[src/rtl/filter2d_pkg.sv]
// Shared state encoding, default frame geometry and counter width for the filter frame sequencer.
package filter2d_pkg;
  localparam int IMG_W_DEF = 256;
  localparam int IMG_H_DEF = 256;
  localparam int NTAP_DEF  = 9;
  localparam int CNT_W     = 17;

  typedef enum logic [2:0] {
    S_IDLE,
    S_LOAD,
    S_STREAM,
    S_DRAIN,
    S_DONE
  } state_t;
endpackage

[src/rtl/filter2d_coef_bank.sv]
// Host-writable coefficient shadow bank: writes land only while idle and in range, others pulse err.
module filter2d_coef_bank
  import filter2d_pkg::*;
#(
  parameter int NTAP = NTAP_DEF
) (
  input  logic       clk,
  input  logic       rst,
  input  logic       idle,
  input  logic       we,
  input  logic [3:0] idx,
  input  logic [7:0] data,
  output logic       err,
  input  logic [3:0] rd_idx,
  output logic [7:0] rd_data
);
  logic [7:0] bank [NTAP];
  logic       idx_ok;
  logic       accept;

  assign idx_ok = {1'b0, idx} < 5'(NTAP);
  assign accept = we && idx_ok && idle;

  always_ff @(posedge clk or posedge rst) begin
    if (rst) begin
      for (int i = 0; i < NTAP; i++) bank[i] <= '0;
      err <= 1'b0;
    end else begin
      err <= we && !accept;
      for (int i = 0; i < NTAP; i++) begin
        if (accept && idx == 4'(i)) bank[i] <= data;
      end
    end
  end

  // Out-of-range read indices return zero rather than aliasing a real tap.
  always_comb begin
    rd_data = '0;
    for (int i = 0; i < NTAP; i++) begin
      if (rd_idx == 4'(i)) rd_data = bank[i];
    end
  end
endmodule

[src/rtl/filter2d_seq.sv]
// Frame sequencer: loads NTAP coefficients into the filter, streams one paced frame of pixels,
// then waits for the filter to return every output before flagging completion.
module filter2d_seq
  import filter2d_pkg::*;
#(
  parameter int IMG_W = IMG_W_DEF,
  parameter int IMG_H = IMG_H_DEF,
  parameter int NTAP  = NTAP_DEF,
  parameter int GAP   = 0
) (
  input  logic             clk,
  input  logic             rst,
  input  logic             cfg_we,
  input  logic [3:0]       cfg_idx,
  input  logic [7:0]       cfg_data,
  output logic             cfg_err,
  input  logic             go,
  input  logic             abort,
  output logic             busy,
  output logic             done,
  output logic             src_req,
  input  logic             src_valid,
  input  logic [7:0]       src_data,
  output logic             f_h_write,
  output logic [3:0]       f_h_idx,
  output logic [7:0]       f_h_data,
  output logic             f_i_strb,
  output logic [7:0]       f_i_data,
  input  logic             f_o_strb,
  output logic [CNT_W-1:0] out_cnt
);
  localparam logic [CNT_W-1:0] TOT    = CNT_W'(IMG_W * IMG_H);
  localparam logic [CNT_W-1:0] TOT_M1 = CNT_W'(IMG_W * IMG_H - 1);
  localparam int               GW     = (GAP > 0) ? $clog2(GAP + 1) : 1;

  state_t           state, state_nx;
  logic [3:0]       tap;
  logic [CNT_W-1:0] in_cnt;
  logic [GW-1:0]    gap_cnt;
  logic [7:0]       coef;
  logic             xfer;
  logic             start;
  logic             counting;
  logic             pass;

  filter2d_coef_bank #(.NTAP(NTAP)) u_bank (
    .clk     (clk),
    .rst     (rst),
    .idle    (state == S_IDLE),
    .we      (cfg_we),
    .idx     (cfg_idx),
    .data    (cfg_data),
    .err     (cfg_err),
    .rd_idx  (tap),
    .rd_data (coef)
  );

  always_ff @(posedge clk or posedge rst) begin
    if (rst) state <= S_IDLE;
    else     state <= state_nx;
  end

  always_comb begin
    state_nx  = state;
    busy      = 1'b1;
    done      = 1'b0;
    f_h_write = 1'b0;
    src_req   = 1'b0;
    case (state)
      S_IDLE: begin
        busy = 1'b0;
        if (go) state_nx = S_LOAD;
      end
      S_LOAD: begin
        f_h_write = 1'b1;
        if (tap == 4'(NTAP - 1)) state_nx = S_STREAM;
      end
      S_STREAM: begin
        src_req = (in_cnt < TOT) && (gap_cnt == '0);
        if (src_req && src_valid && in_cnt == TOT_M1) state_nx = S_DRAIN;
      end
      S_DRAIN: begin
        if (out_cnt == TOT) state_nx = S_DONE;
      end
      S_DONE: begin
        done     = 1'b1;
        state_nx = S_IDLE;
      end
      default: state_nx = S_IDLE;
    endcase
    // Abort wins over every transition, including completion out of DRAIN.
    if (abort && state != S_IDLE) state_nx = S_IDLE;
  end

  assign f_h_idx  = f_h_write ? tap  : '0;
  assign f_h_data = f_h_write ? coef : '0;

  assign start    = (state == S_IDLE) && go;
  assign xfer     = src_req && src_valid;
  assign pass     = xfer && !abort;
  assign counting = (state == S_STREAM) || (state == S_DRAIN);

  always_ff @(posedge clk or posedge rst) begin
    if (rst) begin
      tap      <= '0;
      in_cnt   <= '0;
      out_cnt  <= '0;
      gap_cnt  <= '0;
      f_i_strb <= 1'b0;
      f_i_data <= '0;
    end else begin
      f_i_strb <= pass;
      f_i_data <= pass ? src_data : '0;
      if (start) begin
        tap     <= '0;
        in_cnt  <= '0;
        out_cnt <= '0;
        gap_cnt <= '0;
      end else begin
        if (state == S_LOAD) tap <= tap + 4'd1;
        // The gap counter reloads on each accepted pixel and gates src_req until it drains.
        if (xfer) begin
          in_cnt  <= in_cnt + CNT_W'(1);
          gap_cnt <= GW'(GAP);
        end else if (gap_cnt != '0) begin
          gap_cnt <= gap_cnt - GW'(1);
        end
        if (counting && f_o_strb && out_cnt != TOT) out_cnt <= out_cnt + CNT_W'(1);
      end
    end
  end
endmodule

[config.mk]
export PLATFORM = sky130hd
export DESIGN_NAME = filter2d_seq
export DESIGN_NICKNAME = d
export VERILOG_FILES = /design/src/rtl/filter2d_pkg.sv /design/src/rtl/filter2d_coef_bank.sv /design/src/rtl/filter2d_seq.sv
export SDC_FILE = /design/constraint.sdc
export NUM_CORES = 1
export LEC_CHECK = 0
export BUFFER_PORTS_ARGS = -buffer_cell sky130_fd_sc_hd__buf_2
export CORE_MARGIN = 2
export CORE_UTILIZATION = 30
export DETAILED_ROUTE_END_ITERATION = 8
export GPL_TIMING_DRIVEN = 0
export PLACE_DENSITY = 0.52
export RECOVER_POWER = 100
export SETUP_SLACK_MARGIN = 0.15
export SYNTH_ARGS = -nofsm -noshare
export SYNTH_HDL_FRONTEND = slang
export SYNTH_SLANG_ARGS = --single-unit
[constraint.sdc]
create_clock -name clk -period 7.2 [get_ports clk]
set_input_delay 1.44 -clock clk [delete_from_list [all_inputs] [get_ports clk]]
set_output_delay 1.44 -clock clk [all_outputs]
set_load 0.01 [all_outputs]
* Word level (Yosys, flattened, before mapping)
Cells that the tools add are included.
Cells by class: $add $sub $neg 4, order comparisons 2, eq/ne operators 27, multiplexer cells 31, bitwise operators 1, reductions and logical operators 32
Operator list (count):
- $mux W8 | 11
- $mux W17 | 4
- $add A17 B1 Y17 const B | 2
- $eq A4 B3 Y1 const B | 8
- $logic_and A1 B1 Y1 | 21
- $eq A17 B16 Y1 const B | 1
- $eq A17 B17 Y1 const B | 1
- $lt A17 B17 Y1 const B | 1
- $ne A17 B17 Y1 const B | 1
- $eq A4 B2 Y1 const B | 4
- $mux W3 | 5
- $mux W4 | 3
- $ne A3 B3 Y1 const B | 4
- $pmux W3 S4 | 1
- $eq A4 B1 Y1 const B | 2
- $eq A4 B4 Y1 const B | 2
- $logic_not A4 Y1 | 2
- $mux W1 | 7
- $eq A3 B2 Y1 const B | 2
- $reduce_bool A2 Y1 | 3
- $add A4 B1 Y4 const B | 1
- $lt A4 B4 Y1 const B | 1
- $reduce_and A4 Y1 | 1
- $eq A3 B1 Y1 const B | 1
- other kinds (7) | 8
Word-level totals: register bits 124, bits of input ports 27, logic and storage cells 114

* Longest topological paths before layout
Gate-level depths: netlist of run 1.
depth after elaboration 11, mapped depth 8, mapped depth without buffers 7

* Hierarchy
From an unflattened synthesis of run 1, not the netlist that was laid out.
Unflattened totals: cell total of the unflattened synthesis 518, area, all modules 6152.2 sq um
By module, submodules not included:
- filter2d_coef_bank | times used 1, cells each 250, area each 3502.1 sq um, sequential area each 1826.8 sq um
- filter2d_seq | times used 1, cells each 268, area each 2650.0 sq um, sequential area each 1251.2 sq um

* Least setup slack after synthesis of run 1
No wires, ideal clock.
kind register to output, from reg state[1], to out f_h_data[3], data arrival time 1.956 ns, slack 3.804 ns, stages on the path, launching flop included 6, buffers on the path 2, cell sequence dfrtp_1 > buf_2 > nor3b_1 > clkbuf_1 > o221ai_1 > a31oi_1
On the way: cells in the longest elaborated chain, start to end 3
RTL lines:
- start, declared | RTL line filter2d_seq.sv:36 | state_t state, state_nx;
- start signal, assigned | RTL line filter2d_seq.sv:60 | else state <= state_nx;
- $eq A3 B1 Y1 | RTL line filter2d_seq.sv:69 | case (state)
- $mux W1 | RTL line filter2d_seq.sv:69
- net f_h_write | RTL line filter2d_seq.sv:24 | output logic f_h_write,
- $mux W8 | RTL line filter2d_seq.sv:96 | assign f_h_data = f_h_write ? coef : '0;
- end, declared | RTL line filter2d_seq.sv:26 | output logic [7:0] f_h_data,
The timed path passes the listed nets, and every way through them passes these cells.

* Final worst setup path of run 1
from reg state[1], to out f_h_data[6]
On the way: cells in the longest elaborated chain, start to end 3
RTL lines (RTL line):
- $eq A3 B1 Y1 | filter2d_seq.sv:69
- $mux W1 | filter2d_seq.sv:69
- $mux W8 | filter2d_seq.sv:96
Every way passes these cells.

==> metrics, run 1 <==
Post-synth EDFFs=0; CP most frequent cell=clkbuf_1; Via density=approximately 5; Startpoint Class=register; Mapped Cells=roughly 520; GRT overflow=0; Max Cap Viol=1; Worst Path Class, Setup=register to output pin; synth cell count leaders=dfrtp_1, mux2_2, a21oi_1, nand2_1; Final Cycle Share=0.656; worst-path cell chain=clkbuf_1, nor3b_1, clkbuf_1, o221ai_1, a31oi_1, clkbuf_1; core footprint=just under 20000 um^2; WL/cell=between 15 and 20 um; share of post-route cells with drive strength above 1=0.212; Reg clk slew, reported paths=roughly 0.050 ns; H-Tree Depth=4; CTS tree=yes; nets=between 600 and 700; vias in the first global route=~4600; switching portion of total power=0.294; P_int=between 1.5 and 2 mW; combinational power share=0.217; Fin. Hold Viols=0; failing checks=max-capacitance violations, max-slew violations; CP max FO=10; DRT Pass-1 Iters=4; Post-CTS Setup Bufs=0; critical path's slowest cell=nor3b_1; Area Overhead vs Synth=19.4%; Setup crit end kind=output pin; final instance area=between 7000 and 8000 um^2; post-synth top area share=0.519; RSZ-0062 raised after global routing=no; Slowest Stage Delay on Critical Path=between 1 and 1.5 ns; final core occ=0.365; register area share after synthesis=0.519; PostCTS Resize Cnt=0; Post-Route Setup TNS=0 ns; pin count of the biggest net entering global routing=85; Rows=between 50 and 60; worst setup margin=about 2.5 ns; clk sinks=around 120; port bufs=67; Placer Congestion=0.821; DR iter-0 viols=~190; Die Wd=145 um; total global-route track usage=0.156; Worst path top cell family by delay=simple AND/OR/NAND/NOR gates; Seq pwr share=0.406; Mean Syn Cell Area=~11 um^2; total CTS buffers=17; synthesis-stage register bit count=approximately 120; clock share of power=0.377; Net Count, Synth=approximately 560; Fillers=between 1500 and 2000; HP Class=register to register; most common cell in the netlist=dfrtp_1; final cell count without fillers=888; antenna violations before repair=2; Slew headroom=-0.300; Setup-failing EPs final=0; first-pass GRT wire length=24.9 mm; Worst-Margin Slew=between 1.5 and 2 ns; Sw Pwr=0.646 mW; buffers from clock root to sink, at most=2; Starting Density=0.306; minimum clock period=about 4.7 ns; Peak Freq=212 MHz; Clk Latency, worst-skew pair=between 0.4 and 0.5 ns; Worst Path Buf+Inv=3; Arr. time, crit path=~3.3 ns; Cell Pwr Density=311 nW/um^2; DP Area=roughly 6600 um^2; Routed WL=around 15 mm; Distinct cells, synth=54; warnings from Yosys=0; Post-synth top flop=dfrtp_1; peak supply drop=~160 uV; top area cells in the synthesized netlist=dfrtp_1, mux2_2, a21oi_1; die height=145 um; area leader, netlist=dfrtp_1; P_leak=roughly 2.9 nW; final slew viol count=40; final antenna-violating net count=0; via count=approximately 4500; Post-DP HPWL=between 10 and 15 mm; CP Data Required Time=5.76 ns; DRC=0; hold_buf cts=0; worst slack, placed=roughly 3.0 ns; clock root buffer=clkbuf_16; die area=~21000 um^2; mapped cell area=a little under 6000 um^2; status=finished with violations; Async SR Flop Fraction=1.00; number of I/O pins=70; Post-Place Cells=between 800 and 900; Layout Skew=0.00892 ns
layout make-up:
type | count | area, um^2 | area share
Antenna cell | 1 | 2.50 | 0.000354
Buffer | 24 | 97.6 | 0.0138
Clock buffer | 21 | 460 | 0.0651
Clock inverter | 11 | 119 | 0.0168
Inverter | 14 | 53.8 | 0.00760
Multi-Input combinational cell | 361 | 2620 | 0.371
Sequential cell | 123 | 3080 | 0.435
Tap cell | 265 | 332 | 0.0469
Timing Repair Buffer | 68 | 309 | 0.0437
kinds of logic after synthesis:
logic type,Yosys count,share of synthesized area
flops,123,0.519
xor+xnor,18,0.0266
simple gates,177,0.175
mux,78,0.147
fa+ha+maj,8,0.0169
compound gates,80,0.0886
buf+inv,38,0.0270
routing by layer:
metal | routed length, um | GRT usage | share of wire
met1 | 7130 | 0.207 | 0.47
met5 | 12 | 0 | 0.00079
met3 | 598 | 0.0361 | 0.039
met2 | 7240 | 0.249 | 0.48
met4 | 234 | 0.0593 | 0.015
layout by cell type, fill, tap and decap left out, types with 8 or more instances in the layout:
master     Yosys  layout
a21oi_1       32      32
a31oi_1        9       9
and2_0         0      10
buf_2          1      24
clkbuf_1      18      66
clkbuf_16      0      17
dfrtp_1      123     123
ha_1           8       8
inv_1         13      12
mux2_2        71      71
nand2_1       30      30
nand2b_1       9       9
nand3_1       28      28
nand3b_1      12      12
nor2_1        28      29
nor3_1        11      13
nor4_1        10      10
o221ai_1       8       8
xnor2_1       15      15
power by group through the flow:
| stage | Sequential, mW | Combinational, mW | Clock (mW) |
|---|---|---|---|
| final | 0.893 | 0.476 | 0.830 |
| after global routing | 0.908 | 0.524 | 0.882 |
| after CTS | 0.892 | 0.486 | 0.846 |
| after detailed placement | 0.904 | 0.485 | 0 |
| after global placement | 0.897 | 0.473 | 0 |
| after floorplan | 0.882 | 0.332 | 0 |
flip-flops by register name (all words and copies together), names as in the netlist:
name	flops
u_bank.bank	72
in_cnt	17
out_cnt	17
f_i_data	8
tap	4
state	3
f_i_strb	1
u_bank.err	1
worst paths after layout:
| kind | start | end | slack, ns | depth (start not counted) |
|---|---|---|---|---|
| setup / recovery | state[1] | f_h_data[6] | 2.48 | 6 |
| hold / removal | in_cnt[14] | in_cnt[14] | 0.48 | 1 |
| setup reg to reg | state[2] | u_bank.bank[58] | 3.67 | 7 |
| hold reg to reg | in_cnt[14] | in_cnt[14] | 0.48 | 1 |
| max in group asynchronous | rst | u_bank.bank[64] | 4.59 | 3 |
| min in group asynchronous | rst | f_i_data[5] | 1.53 | 2 |
per-stage QoR:
stage                     total power, mW  hold slack [ns]
after floorplan                      1.21            0.448
after global placement               1.37            0.463
after detailed placement             1.39            0.479
after CTS                            2.22            0.488
after global routing                 2.32            0.512
final                                2.20            0.483
No activity file was read; power rests on OpenSTA's default activity.
==> run 2: changes to the inputs <==
--- a/config.mk
+++ b/config.mk
@@ -10,7 +10,7 @@
 export CORE_UTILIZATION = 30
 export DETAILED_ROUTE_END_ITERATION = 8
 export GPL_TIMING_DRIVEN = 0
-export PLACE_DENSITY = 0.52
+export PLACE_DENSITY = 0.53
 export RECOVER_POWER = 100
 export SETUP_SLACK_MARGIN = 0.15
 export SYNTH_ARGS = -nofsm -noshare
==> constraint.sdc (replaced) <==
create_clock -name clk -period 4 [get_ports clk]
set_input_delay 0.8 -clock clk [delete_from_list [all_inputs] [get_ports clk]]
set_output_delay 0.8 -clock clk [all_outputs]
set_load 0.01 [all_outputs]
==> metrics, run 2 (synthesis results as in run 1) <==
WL/cell=16.6 um (-3.4%); H-Tree Depth=4 (unchanged); Critical R2R Launch=state[2]; DRC=0 (unchanged); Area Overhead vs Synth=18.8%; most frequent cells in the layout=dfrtp_1, mux2_2, clkbuf_1; port bufs=67 (unchanged); total CTS buffers=17 (unchanged); r2r setup slk=0.46 ns (-3.21 ns); clk sinks=123 (unchanged); Peak Freq=around 270 MHz; RSZ-0062 raised after global routing=no; Largest Register=u_bank.bank; peak supply drop=359 uV (+120%); Reg-to-Reg End=u_bank.bank[59]; Rows=51 (unchanged); core footprint=19400 um^2 (unchanged); P_leak=2.94 nW (-0.10%); Final Cycle Share=0.922; final instance area=7040 um^2 (-0.44%); CP Data Required Time=3.20 ns (-2.56 ns); DRT Pass-1 Iters=4 (unchanged); first-pass GRT wire length=24.3 mm (-2.4%); Reg clk slew, reported paths=0.05 ns (about the same); GRT overflow=0 (unchanged); Arr. time, crit path=2.89 ns (-0.39 ns); final core occ=0.363 (-0.00161); DR iter-0 viols=243 (+27%); Via density=4.96 (-1.1%); die area=20900 um^2 (unchanged); Startpoint Class=register; Starting Density=0.306 (unchanged); Worst Path Class, Setup=register to output pin; number of flip-flops in the largest register=72 (unchanged); Regs by FF count=u_bank.bank x72, in_cnt x17, out_cnt x17; share of post-route cells with drive strength above 1=0.215 (+0.00252); minimum clock period=roughly 3.7 ns; Fillers=1971 (+0.10%); Layout Skew=0.00831 ns (-0.000613 ns); final antenna-violating net count=0 (unchanged); nets=646 (+0.31%); WHS Path Cells=1 (unchanged); HP Class=register to register; pin count of the biggest net entering global routing=44 (-48%); Setup-failing EPs final=0 (unchanged); Fin. Hold Viols=0 (unchanged); failing checks=max-capacitance violations, max-slew violations; Die Wd=145 um (unchanged); die height=145 um (unchanged); Worst-Margin Slew=2.08 ns (+0.136 ns); Placer Congestion=0.797 (-2.9%); CP max FO=8 (-2); DP Area=6660 um^2 (+0.47%); Setup crit end kind=output pin; vias in the first global route=4542 (-0.87%); clock root buffer=clkbuf_16; via count=4414 (-0.92%); Hold EP=in_cnt[14]; Post-Place Cells=857 (+0.23%); final slew viol count=38 (-5.0%); Worst R2R Path Depth=7 (unchanged); worst setup margin=0.312 ns (-2.17 ns); Post-DP HPWL=10.9 mm (+2.6%); worst slack, placed=0.459 ns (-2.53 ns); hold path startpoint=in_cnt[14]; Slew headroom=-0.384 (-0.0839); final cell count without fillers=890 (+0.23%); Post-CTS Setup Bufs=0 (unchanged); Routed WL=14.7 mm (-3.2%); Max Cap Viol=1 (unchanged); Post-Route Setup TNS=0 ns (unchanged); total global-route track usage=0.152 (-0.00378); antenna violations before repair=1 (-1); buffers from clock root to sink, at most=2 (unchanged); number of I/O pins=70 (unchanged); status=finished with violations; Cell Pwr Density=553 nW/um^2 (+78%); commonest non-fill, non-tap cell in the layout=dfrtp_1; Clk Latency, worst-skew pair=0.42 ns (about the same); CTS tree=yes
## run 2: metrics by stage
step / power, mW / hold slack (ns)
2_1_floorplan: 2.19 / 0.448
3_3_place_gp: 2.46 / 0.463
3_5_place_dp: 2.50 / 0.471
4_1_cts: 3.95 / 0.429
5_1_grt: 4.10 / 0.497
6_report: 3.89 / 0.476
## run 2: final cells by class
cell class / instances / area, um^2 / share of cell area
Tap cell: 265 / 332 / 0.0471
Antenna cell: 1 / 2.50 / 0.000355
Clock inverter: 6 / 62.6 / 0.00888
Inverter: 14 / 53.8 / 0.00764
Timing Repair Buffer: 70 / 300 / 0.0426
Multi-Input combinational cell: 361 / 2630 / 0.374
Sequential cell: 123 / 3080 / 0.437
Buffer: 24 / 92.6 / 0.0131
Clock buffer: 26 / 489 / 0.0694
## run 2: worst max path at each step
stage	slack, ns	cells past startpoint	from	end
floorplan	1.24	5	state[1]	f_h_data[3]
global placement	0.51	6	state[1]	f_h_data[6]
detailed placement	0.46	6	state[1]	f_h_data[6]
CTS	0.15	9	tap[0]	f_h_data[1]
global route	0.15	8	tap[1]	f_h_data[1]
finish	0.31	9	tap[0]	f_h_data[1]
## run 2: routing by layer
metal  wire [um]  up-vias  part of all wire  global-route usage
li1            -     2098                 -                   -
met4         294        0             0.020              0.0644
met2        7180       82              0.49               0.247
met3         606       21             0.041              0.0364
met1        6650     2213              0.45               0.195
met5           0        -                 0                   0
## run 2: power by group
group,leakage (nW),internal (mW),total (mW),switching (mW)
logic,1.06,0.376,0.853,0.476
registers,1.62,1.48,1.61,0.130
clock network,0.261,0.901,1.44,0.536
total,2.94,2.75,3.89,1.14
## run 2: repair_timing
item	4_1_cts	5_1_grt
resized for setup	1	4
endpoints found under the setup margin	4	5
hold buffers	0	0
## run 2: worst max-delay path: stages (launching register included)
cell	delay, ns
dfrtp_1	0.45
inv_1	0.11
ha_1	0.22
nor2b_1	0.18
clkbuf_2	0.25
nor4bb_1	0.29
clkbuf_1	0.34
a21oi_1	0.13
a31oi_1	0.31
clkbuf_1	0.19
==> run 3: changes to the inputs <==
--- a/config.mk
+++ b/config.mk
@@ -6,11 +6,13 @@
 export NUM_CORES = 1
 export LEC_CHECK = 0
 export BUFFER_PORTS_ARGS = -buffer_cell sky130_fd_sc_hd__buf_2
+export CELL_PAD_IN_SITES_DETAIL_PLACEMENT = 1
+export CELL_PAD_IN_SITES_GLOBAL_PLACEMENT = 1
 export CORE_MARGIN = 2
 export CORE_UTILIZATION = 30
 export DETAILED_ROUTE_END_ITERATION = 8
 export GPL_TIMING_DRIVEN = 0
-export PLACE_DENSITY = 0.53
+export PLACE_DENSITY = 0.62
 export RECOVER_POWER = 100
 export SETUP_SLACK_MARGIN = 0.15
 export SYNTH_ARGS = -nofsm -noshare
==> metrics, run 3 (synthesis results as in run 1) <==
Placer Congestion=0.829 (+4.1%); antenna violations before repair=0 (-1); Reg clk slew, reported paths=0.06 ns (about the same); Max Cap Viol=1 (unchanged); RSZ-0062 raised after global routing=no; clock root buffer=clkbuf_16; port bufs=67 (unchanged); Fin. Hold Viols=0 (unchanged); Hold Worst Slack=0.421 ns (-0.0548 ns); share of post-route cells with drive strength above 1=0.221 (+0.00606); final antenna-violating net count=0 (unchanged); Fillers=2200 (+12%); Post-DP HPWL=11.9 mm (+9.3%); final core occ=0.366 (+0.00239); core footprint=19400 um^2 (unchanged); Startpoint Class=register; DRT Pass-1 Iters=4 (unchanged); area occupied by multi-input gates=2640 um^2 (+0.38%); Largest Register=u_bank.bank; Regs by FF count=u_bank.bank x72, in_cnt x17, out_cnt x17; buffers from clock root to sink, at most=2 (unchanged); Reg-to-Reg End=u_bank.bank[44]; number of diodes=0 (-1); Clk Latency, worst-skew pair=0.42 ns (about the same); WL/cell=18.9 um (+14%); first-pass GRT wire length=26.9 mm (+10%); Starting Density=0.306 (unchanged); Area Overhead vs Synth=19.6%; worst slack, placed=0.275 ns (-0.185 ns); CP max FO=10 (+2); minimum clock period=3.76 ns (+0.0732 ns); CTS tree=yes; Post-Route Setup TNS=0 ns (unchanged); Peak Freq=266 MHz (-1.9%); Slew headroom=-0.445 (-0.0613); Worst Path Class, Setup=register to output pin; r2r setup slk=0.60 ns (+0.14 ns); number of flip-flops in the largest register=72 (unchanged); Setup-failing EPs final=0 (unchanged); failing checks=max-capacitance violations, max-slew violations; die height=145 um (unchanged); Arr. time, crit path=2.96 ns (+0.07 ns); Die Wd=145 um (unchanged); CP Data Required Time=3.20 ns (about the same); Worst R2R Path Depth=7 (unchanged); peak supply drop=345 uV (-3.9%); via count=4557 (+3.2%); final slew viol count=38 (unchanged); Final Cycle Share=0.940 (+0.0183); clk sinks=123 (unchanged); worst setup margin=0.239 ns (-0.0732 ns); commonest non-fill, non-tap cell in the layout=dfrtp_1; number of I/O pins=70 (unchanged); pin count of the biggest net entering global routing=45 (+2.3%); Setup crit end kind=output pin; total global-route track usage=0.171 (+0.0183); die area=20900 um^2 (unchanged); status=finished with violations; Worst-Margin Slew=2.17 ns (+0.0920 ns); Routed WL=16.8 mm (+14%); HP Class=primary input to async pin; Rows=51 (unchanged); Via density=5.12 (+3.2%); vias in the first global route=4895 (+7.8%); crit path from=state[1]; hold_buf cts=0 (unchanged); nets=647 (+0.15%); total CTS buffers=17 (unchanged); H-Tree Depth=4 (unchanged); Critical R2R Launch=state[2]; DP Area=6660 um^2 (unchanged); flip-flop and latch area=3080 um^2 (unchanged); DRC=0 (unchanged); final instance area=7090 um^2 (+0.66%); Cell Pwr Density=560 nW/um^2 (+1.4%); Layout Skew=0.00977 ns (+0.00146 ns); P_leak=2.97 nW (+0.83%); DR iter-0 viols=157 (-35%); most frequent cells in the layout=dfrtp_1, mux2_2, clkbuf_1; GRT overflow=0 (unchanged)
run 3: critical path, stage by stage, from the launching register on:
cell and delay, ns:
dfrtp_1 0.40, clkbuf_1 0.25, nor3b_2 0.71, clkbuf_1 0.51, o221ai_1 0.26, a31oi_1 0.23, clkbuf_1 0.18
run 3: layout make-up:
cell class                      instances  share of cell area
Clock inverter                          6             0.00847
Tap cell                              265              0.0468
Multi-Input combinational cell        361               0.373
Sequential cell                       123               0.434
Buffer                                 24              0.0132
Clock buffer                           26              0.0718
Timing Repair Buffer                   71              0.0452
Inverter                               14             0.00759
run 3: where the power goes:
| group | internal, mW | total, mW | switching (mW) |
|---|---|---|---|
| Sequential | 1.48 | 1.61 | 0.138 |
| Combinational | 0.378 | 0.884 | 0.507 |
| Clock | 0.933 | 1.48 | 0.542 |
| Total | 2.79 | 3.97 | 1.19 |
run 3: layer usage:
metal	vias to the layer above	routed length, um	GRT usage
met5	-	0	0
met4	0	250	0.0501
met3	21	505	0.0318
met2	82	8630	0.299
met1	2365	7410	0.215
li1	2089	-	-
run 3: worst max-delay path by stage:
| stage | endpoint | slack (ns) | cells past startpoint |
|---|---|---|---|
| final | f_h_data[5] | 0.24 | 6 |
| after floorplan | f_h_data[3] | 1.24 | 5 |
| after global routing | f_h_data[5] | 0.10 | 6 |
| after CTS | f_h_data[7] | 0.15 | 9 |
| after detailed placement | f_h_data[5] | 0.27 | 6 |
| after global placement | f_h_data[5] | 0.33 | 6 |
run 3: timing repair:
item | CTS | global route
setup buffers | 1 | 0
endpoints found under the setup margin | 12 | 4
pin swaps | 1 | 0
resized for setup | 2 | 4
run 3: stage by stage:
stage / total power [mW] / cells
2_1_floorplan: 2.19 / 522
3_3_place_gp: 2.48 / 854
3_5_place_dp: 2.54 / 857
4_1_cts: 4.03 / 890
5_1_grt: 4.19 / 890
6_report: 3.97 / 890
